### src/rtl/stream_fifo_pkg.sv
// ---------------------------------------------------------------------------
// stream_fifo_pkg
//   Shared configuration for the stream FIFO slice.
//   Provides the default geometry (depth and data width) picked up by
//   stream_fifo, plus a small helper used by its elaboration-time checks.
//   No ports: this is a package.
// ---------------------------------------------------------------------------
package stream_fifo_pkg;

    // Default number of entries; must stay a power of two, at least 2.
    localparam int CFG_DEPTH  = 8;

    // Default data word width in bits.
    localparam int CFG_DWIDTH = 16;

    // True when v is a power of two and at least 2, which the pointer
    // scheme relies on so the low pointer bits index storage directly.
    function automatic bit is_legal_depth(input int v);
        return (v >= 2) && ((v & (v - 1)) == 0);
    endfunction

endpackage : stream_fifo_pkg

### src/rtl/stream_fifo.sv
// ---------------------------------------------------------------------------
// stream_fifo
//   Single-clock synchronous FIFO with show-ahead output, occupancy and
//   threshold flags, sticky overflow/underflow error flags and a
//   synchronous flush.
//
// Parameters
//   DEPTH    : number of entries (power of two, >= 2)
//   DWIDTH   : data word width
//   AF_LEVEL : almost_full asserts when count >= AF_LEVEL (1..DEPTH)
//   AE_LEVEL : almost_empty asserts when count <= AE_LEVEL (0..DEPTH-1)
//
// Ports
//   clk, rst          : clock, asynchronous active-high reset
//   flush             : empty the FIFO at the next edge (beats wr/rd)
//   wr_en, din        : write request and data
//   rd_en             : pop request
//   dout              : head-of-queue data, valid whenever !empty
//   empty, full       : occupancy status
//   almost_empty/full : threshold status
//   count             : stored entries, 0..DEPTH
//   overflow          : sticky, write refused because full
//   underflow         : sticky, read attempted while empty
//   err_clr           : clear both sticky error flags
// ---------------------------------------------------------------------------
module stream_fifo
    import stream_fifo_pkg::*;
#(
    parameter int DEPTH    = CFG_DEPTH,
    parameter int DWIDTH   = CFG_DWIDTH,
    parameter int AF_LEVEL = DEPTH - 2,
    parameter int AE_LEVEL = 1
) (
    input  logic                       clk,
    input  logic                       rst,
    input  logic                       flush,
    input  logic                       wr_en,
    input  logic [DWIDTH-1:0]          din,
    input  logic                       rd_en,
    output logic [DWIDTH-1:0]          dout,
    output logic                       empty,
    output logic                       full,
    output logic                       almost_empty,
    output logic                       almost_full,
    output logic [$clog2(DEPTH):0]     count,
    output logic                       overflow,
    output logic                       underflow,
    input  logic                       err_clr
);

    localparam int AW = $clog2(DEPTH);
    localparam int PW = AW + 1;

    localparam logic [PW-1:0] AF_THRESH = PW'(AF_LEVEL);
    localparam logic [PW-1:0] AE_THRESH = PW'(AE_LEVEL);

    // Reject geometries the pointer arithmetic and flag logic cannot honour.
    if (!is_legal_depth(DEPTH)) begin : g_bad_depth
        $error("stream_fifo: DEPTH must be a power of two and at least 2");
    end
    if ((AF_LEVEL < 1) || (AF_LEVEL > DEPTH)) begin : g_bad_af_level
        $error("stream_fifo: AF_LEVEL must lie in 1..DEPTH");
    end
    if ((AE_LEVEL < 0) || (AE_LEVEL > DEPTH - 1)) begin : g_bad_ae_level
        $error("stream_fifo: AE_LEVEL must lie in 0..DEPTH-1");
    end

    logic [PW-1:0]     wptr_q, wptr_d;
    logic [PW-1:0]     rptr_q, rptr_d;
    logic [DWIDTH-1:0] mem_q [DEPTH];
    logic [DWIDTH-1:0] mem_d [DEPTH];
    logic              overflow_q, overflow_d;
    logic              underflow_q, underflow_d;

    logic              empty_w;
    logic              full_w;
    logic [PW-1:0]     count_w;
    logic              wr_accept;
    logic              rd_accept;

    // Status decode. The extra pointer MSB tells a full buffer (MSBs
    // differ, indices equal) apart from an empty one (pointers equal);
    // the subtraction wraps naturally modulo 2*DEPTH.
    always_comb begin
        empty_w = (wptr_q == rptr_q);
        full_w  = (wptr_q[AW] != rptr_q[AW]) &&
                  (wptr_q[AW-1:0] == rptr_q[AW-1:0]);
        count_w = wptr_q - rptr_q;
    end

    // A write into a full FIFO is allowed only when a pop frees a slot
    // on the same edge. A read on empty is never paired with the write
    // of that cycle (no bypass), so the new word becomes visible next cycle.
    always_comb begin
        wr_accept = wr_en && (!full_w || rd_en) && !flush;
        rd_accept = rd_en && !empty_w && !flush;
    end

    // Next-state for pointers and storage. Flush rewinds both pointers
    // but leaves storage alone, so stale words may sit behind an empty FIFO.
    always_comb begin
        wptr_d = wptr_q;
        rptr_d = rptr_q;
        mem_d  = mem_q;
        if (flush) begin
            wptr_d = '0;
            rptr_d = '0;
        end else begin
            if (wr_accept) begin
                wptr_d = wptr_q + PW'(1);
                mem_d[wptr_q[AW-1:0]] = din;
            end
            if (rd_accept) begin
                rptr_d = rptr_q + PW'(1);
            end
        end
    end

    // Sticky error flags: err_clr clears them, but a fresh error in the
    // same cycle must not be lost, so the set terms are applied last.
    always_comb begin
        overflow_d  = overflow_q;
        underflow_d = underflow_q;
        if (err_clr) begin
            overflow_d  = 1'b0;
            underflow_d = 1'b0;
        end
        if (wr_en && full_w && !rd_en && !flush) begin
            overflow_d = 1'b1;
        end
        if (rd_en && empty_w && !flush) begin
            underflow_d = 1'b1;
        end
    end

    // State registers. Reset clears storage too so dout reads zero
    // straight out of reset.
    always_ff @(posedge clk or posedge rst) begin
        if (rst) begin
            wptr_q      <= '0;
            rptr_q      <= '0;
            overflow_q  <= 1'b0;
            underflow_q <= 1'b0;
            for (int i = 0; i < DEPTH; i++) begin
                mem_q[i] <= '0;
            end
        end else begin
            wptr_q      <= wptr_d;
            rptr_q      <= rptr_d;
            overflow_q  <= overflow_d;
            underflow_q <= underflow_d;
            mem_q       <= mem_d;
        end
    end

    // Outputs follow the registered pointers with no extra latency.
    always_comb begin
        dout         = mem_q[rptr_q[AW-1:0]];
        empty        = empty_w;
        full         = full_w;
        count        = count_w;
        almost_full  = (count_w >= AF_THRESH);
        almost_empty = (count_w <= AE_THRESH);
        overflow     = overflow_q;
        underflow    = underflow_q;
    end

endmodule : stream_fifo

### config.mk
export PLATFORM = sky130hd
export DESIGN_NAME = stream_fifo
export DESIGN_NICKNAME = d
export VERILOG_FILES = /design/src/rtl/stream_fifo_pkg.sv /design/src/rtl/stream_fifo.sv
export SDC_FILE = /design/constraint.sdc
export NUM_CORES = 1
export LEC_CHECK = 0
export BUFFER_PORTS_ARGS = -buffer_cell sky130_fd_sc_hd__buf_4
export CAP_MARGIN = 30
export CORE_MARGIN = 3
export CORE_UTILIZATION = 38
export CTS_CLUSTER_SIZE = 28
export DETAILED_ROUTE_END_ITERATION = 16
export HOLD_SLACK_MARGIN = 0.12
export PLACE_DENSITY_LB_ADDON = 0.1
export REMOVE_ABC_BUFFERS = 1
export SYNTH_ARGS = -nofsm -noshare
export SYNTH_HDL_FRONTEND = slang
export SYNTH_SLANG_ARGS = --single-unit
export TNS_END_PERCENT = 1
### constraint.sdc
create_clock -name clk -period 4.3 [get_ports clk]
set_input_delay 0.86 -clock clk [delete_from_list [all_inputs] [get_ports clk]]
set_output_delay 0.86 -clock clk [all_outputs]
set_load 0.02 [all_outputs]
### Word level (Yosys, flattened, before mapping)

Index checks and enable logic that the tools add are counted.

* word-level logic and storage cells: 60
* input port bits: 22
* output and inout port bits: 26
* register bits: 138

* bitwise gates (word level): 3
* add/sub/neg operators: 3
* order comparisons: 5
* reductions and logical operators: 21
* eq/ne operators: 3
* muxes and demuxes: 13

Operator list (number)
* 128-bit bitwise mux: 1
* 16-bit binary-select mux with 3-bit select: 1
* 16-bit demux with 3-bit select: 1
* 16-bit 2-to-1 mux: 3
* 4-bit 2-to-1 mux: 4
* 1-bit logical AND: 11
* 4-bit by 1-bit adder with 4-bit output, second input constant: 2
* 4-bit >= comparator, second input constant: 2
* 3-bit inverter with 4-bit output: 2
* 2-bit nonzero test: 4
* 4-bit == test: 1
* 4-bit by 3-bit >= comparator with 1-bit output, second input constant: 1
* 4-bit by 1-bit <= comparator with 1-bit output, second input constant: 1
* 1-bit logical NOT: 4
* 4-bit by 1-bit less-than comparator with 1-bit output, second input constant: 1
* 4-bit subtractor: 1
* 3-bit == test: 1
* 1-bit 2-to-1 mux: 3
* 2-bit AND reduction: 1
* 1-bit logical OR: 1
* 1-bit != test: 1
* 1-bit inverter: 1

### Logic depth before layout (Yosys ltp)

* depth after elaboration: 8
* mapped depth: 11
* depth with buffers taken out: 6

### Worst setup path after synthesis

No wires, ideal clock.

* path type: register to output
* start: register rptr_q[1]
* end: output almost_full
* stages on the path, launching flop included: 9
* path buffers: 3
* setup slack: 1.068 ns
* required time: 3.440 ns
* data arrival time: 2.372 ns
* path through: dfrtp_1 -> buf_2 -> buf_2 -> buf_1 -> inv_1 -> ha_1 -> nand3b_1 -> and3_1 -> o21ai_0

* longest elaborated chain between the ends: 2

RTL lines
* start, declared: RTL line stream_fifo.sv:69 `logic [PW-1:0] rptr_q, rptr_d;`
* start signal, assigned: RTL line stream_fifo.sv:149 `rptr_q <= rptr_d;`
* 4-bit subtractor: RTL line stream_fifo.sv:88 `count_w = wptr_q - rptr_q;`
* 4-bit by 3-bit >= comparator with 1-bit output: RTL line stream_fifo.sv:162 `almost_full = (count_w >= AF_THRESH);`
* end, declared: RTL line stream_fifo.sv:44 `output logic almost_full,`

Every way passes these cells.

### Final worst setup path

* start: register rptr_q[0]
* end: output dout[15]

* longest elaborated chain between the ends: 4

RTL lines
* 3-bit inverter with 4-bit output (not written as such): RTL line stream_fifo.sv:158 `dout = mem_q[rptr_q[AW-1:0]];`
* 16-bit binary-select mux with 3-bit select: RTL line stream_fifo.sv:158
* 16-bit 2-to-1 mux (not written as such) (2 in a row): RTL line stream_fifo.sv:158
* end, declared: RTL line stream_fifo.sv:40 `output logic [DWIDTH-1:0] dout,`

Every way passes these cells. The select of a mux whose other input is x is not followed.

==> results.ini <==
[critical_path]
crit_path_top_delay_cell = dfrtp_2
r2r_slack_ns = 1.43
startpoint_type = flop
crit_chain = buf_4 > mux4_2 > nand2_1 > nand2_1 > buf_4
cpPeakStageDelay_ns = 0.76
worstReg2RegStart = rptr_q[0]$_DFFE_PP0P_
critPathKind = reg -> out
worst-r2r-cell-count = 5
cp-end-kind = primary output
crit_required_ns = 3.44
arrival_ns = 2.52
r2r-end = mem_q[71]$_DFFE_PP0P_
path_max_fanout = 20

[floorplanning]
pin_count = 48
fp.dieH_um = 138
die_x_um = 138
dieArea_sq_mm = 0.0189
initial_core_util = 0.392
core_sq_mm = 0.0168
rows = 47

[global_routing]
antenna_found_initial = 0
grt_pass1_wl_um = 24300
grt_max_degree = 81
grt-ovfl-total = 0
grt_pass1_vias = 4208
grt_use_total = 0.171

[cts]
clock_sinks = 138
cts_buffers = 17
cts.clk_slew.worst_paths_ns = 0.06
clk_latency_ns = 0.41
cts_tree = built
holdBufCountCts = 0
htree_levels = 4
cts_root_buf = clkbuf_16
postCtsSetupBuffers = 0
cts_resized = 0
cts.path.max_buffers = 2

[synthesis]
ys_async_sr_fraction = 1.00
synth.avg_cell_area_sq_um = 14.5
yosysWarnings = 0
synth_cells = 454
synthTopCellsByArea = dfrtp_1 53%, mux2_1 19%, mux4_2 11%, nand2_1 2.9%, mux2_2 2.6%
synth_cell_types = 42
synth_seq_cells = 138
synth_edf_count = 0
seq_area_frac_synth = 0.525
synth_top_area_share = 0.525
syn_area_sq_mm = 0.00657
synth_flop_cell = dfrtp_1
yosysTopAreaCell = dfrtp_1
post-synth-top-count-cell = dfrtp_1
synth_common_cells = 138 x dfrtp_1, 109 x mux2_1, 51 x nand2_1, 32 x mux4_2

[power]
irDropWorstVdd_mv = 0.310
p_leak_nw = 3.79
pwr_density_cell_mw_per_mm2 = 509

[timing]
relSlewSlack = 0.489
worstMarginPinSlew_ns = 0.767
drv_slew = 0
final.setup_skew_ns = 0.0102
period_needed_ns = 3.38
rsz0062_at_grt = false
hold_viol_final = 0
setup_viol = 0
timing.final.crit_share = 0.786
fmax_mhz = 296
fin_tns_setup_ns = 0

[final_layout]
nNetsFinal = 534
seq_area_sq_mm = 0.00346
final_cells = 738
fillers = 1498
area_growth_pct = 19.2
diodes = 0
multi_input_area_sq_mm = 0.00296
post_route_cells_drive_above_1_share = 0.297

[worst_hold_path]
min_from = mem_q[48]$_DFFE_PP0P_
min_to = mem_q[48]$_DFFE_PP0P_
whs_path_depth = 1
hp-class = reg -> reg

[placed_design]
gp_congestion = 0.728
port_buffers = 47
dp_cells = 707
dp.final_hpwl_um = 9040

[routing]
vias_per_cell = 5.28
drcViolationCount = 0
drt_iter0_drc = 178
dr_total_vias = 3894
firstDrtPassIters = 4
antenna_left = 0
wl_per_cell_um = 20.0
wirelength_um = 14800

[run_status]
status = complete, no violations

[run]
maxCapViolations = 0

through the flow:
step                instance area [sq um]  utilization  hold slack, ns  setup WS, ns  power (mW)
finish                               7840        0.468           0.481         0.920        3.99
CTS                                  7840        0.468           0.486         0.840        4.05
global placement                     7180        0.428           0.462          1.29        2.51
floorplan                            6430            -           0.452        -0.256        2.21
detailed placement                   7230        0.432           0.472          1.29        2.53
global route                         7840        0.468           0.498         0.731        4.21
worst max path at each step:
stage,startpoint,to,slack [ns],depth (start not counted)
floorplan,rst,mem_q[0]$_DFFE_PP0P_,-0.26,1
global placement,rptr_q[0]$_DFFE_PP0P_,dout[15],1.29,5
detailed placement,rptr_q[0]$_DFFE_PP0P_,dout[15],1.29,5
CTS,rptr_q[0]$_DFFE_PP0P_,dout[15],0.84,5
global route,rptr_q[0]$_DFFE_PP0P_,dout[15],0.73,5
finish,rptr_q[0]$_DFFE_PP0P_,dout[15],0.92,5
power breakdown:
part	switching, mW	internal [mW]	total, mW
Clock	0.534	0.968	1.50
Sequential	0.126	1.51	1.63
Combinational	0.404	0.455	0.858
cells in the final DEF (no fill, tap or decap), types with 5 or more instances in the layout:
master	synthesis	routed
dfrtp_1	138	136
mux2_4	10	10
mux4_2	32	32
ha_1	5	5
clkbuf_16	0	17
nor2b_1	5	5
a21oi_1	6	6
buf_4	2	58
mux2_2	15	15
nand2_1	51	51
mux2_1	109	109
nor2_1	12	12
inv_1	8	7
layer usage:
metal / global-route usage / wire, um / vias to the layer above
li1: - / - / 1756
met1: 0.242 / 7150 / 2063
met2: 0.265 / 6960 / 60
met3: 0.0347 / 443 / 15
met4: 0.0538 / 215 / 0
met5: 0 / 0 / -
area by class of cell:
class | count | area share
Sequential cell | 138 | 0.441
Clock buffer | 23 | 0.0623
Clock inverter | 8 | 0.0150
Multi-Input combinational cell | 279 | 0.377
Timing Repair Buffer | 61 | 0.0651
Tap cell | 220 | 0.0351
Inverter | 9 | 0.00463
worst max-delay path: cells and delay by family (launching register included):
kind                   cells  cell delay, ns
DFF                        1            0.76
and+or+nand+nor            2            0.14
buffers and inverters      2            0.63
muxes                      1            0.56
sequential cells by signal, summed over array words and instances, names as in the netlist:
name / count
rptr_q: 4
wptr_q: 4
overflow: 1
underflow: 1
mem_q: 128
logic make-up (layout without fill, tap and decap cells):
| kind of cell | after synthesis | after routing | synth area share |
|---|---|---|---|
| muxes | 166 | 166 | 0.345 |
| adders and majority gates | 6 | 6 | 0.0126 |
| and+or+nand+nor | 80 | 80 | 0.0561 |
| AOI/OAI and AO/OA | 24 | 24 | 0.0297 |
| DFF | 138 | 138 | 0.525 |
| xor gates and xnor gates | 3 | 3 | 0.00514 |
| buffers and inverters | 37 | 101 | 0.0263 |
(Power assumes the default switching activity.)
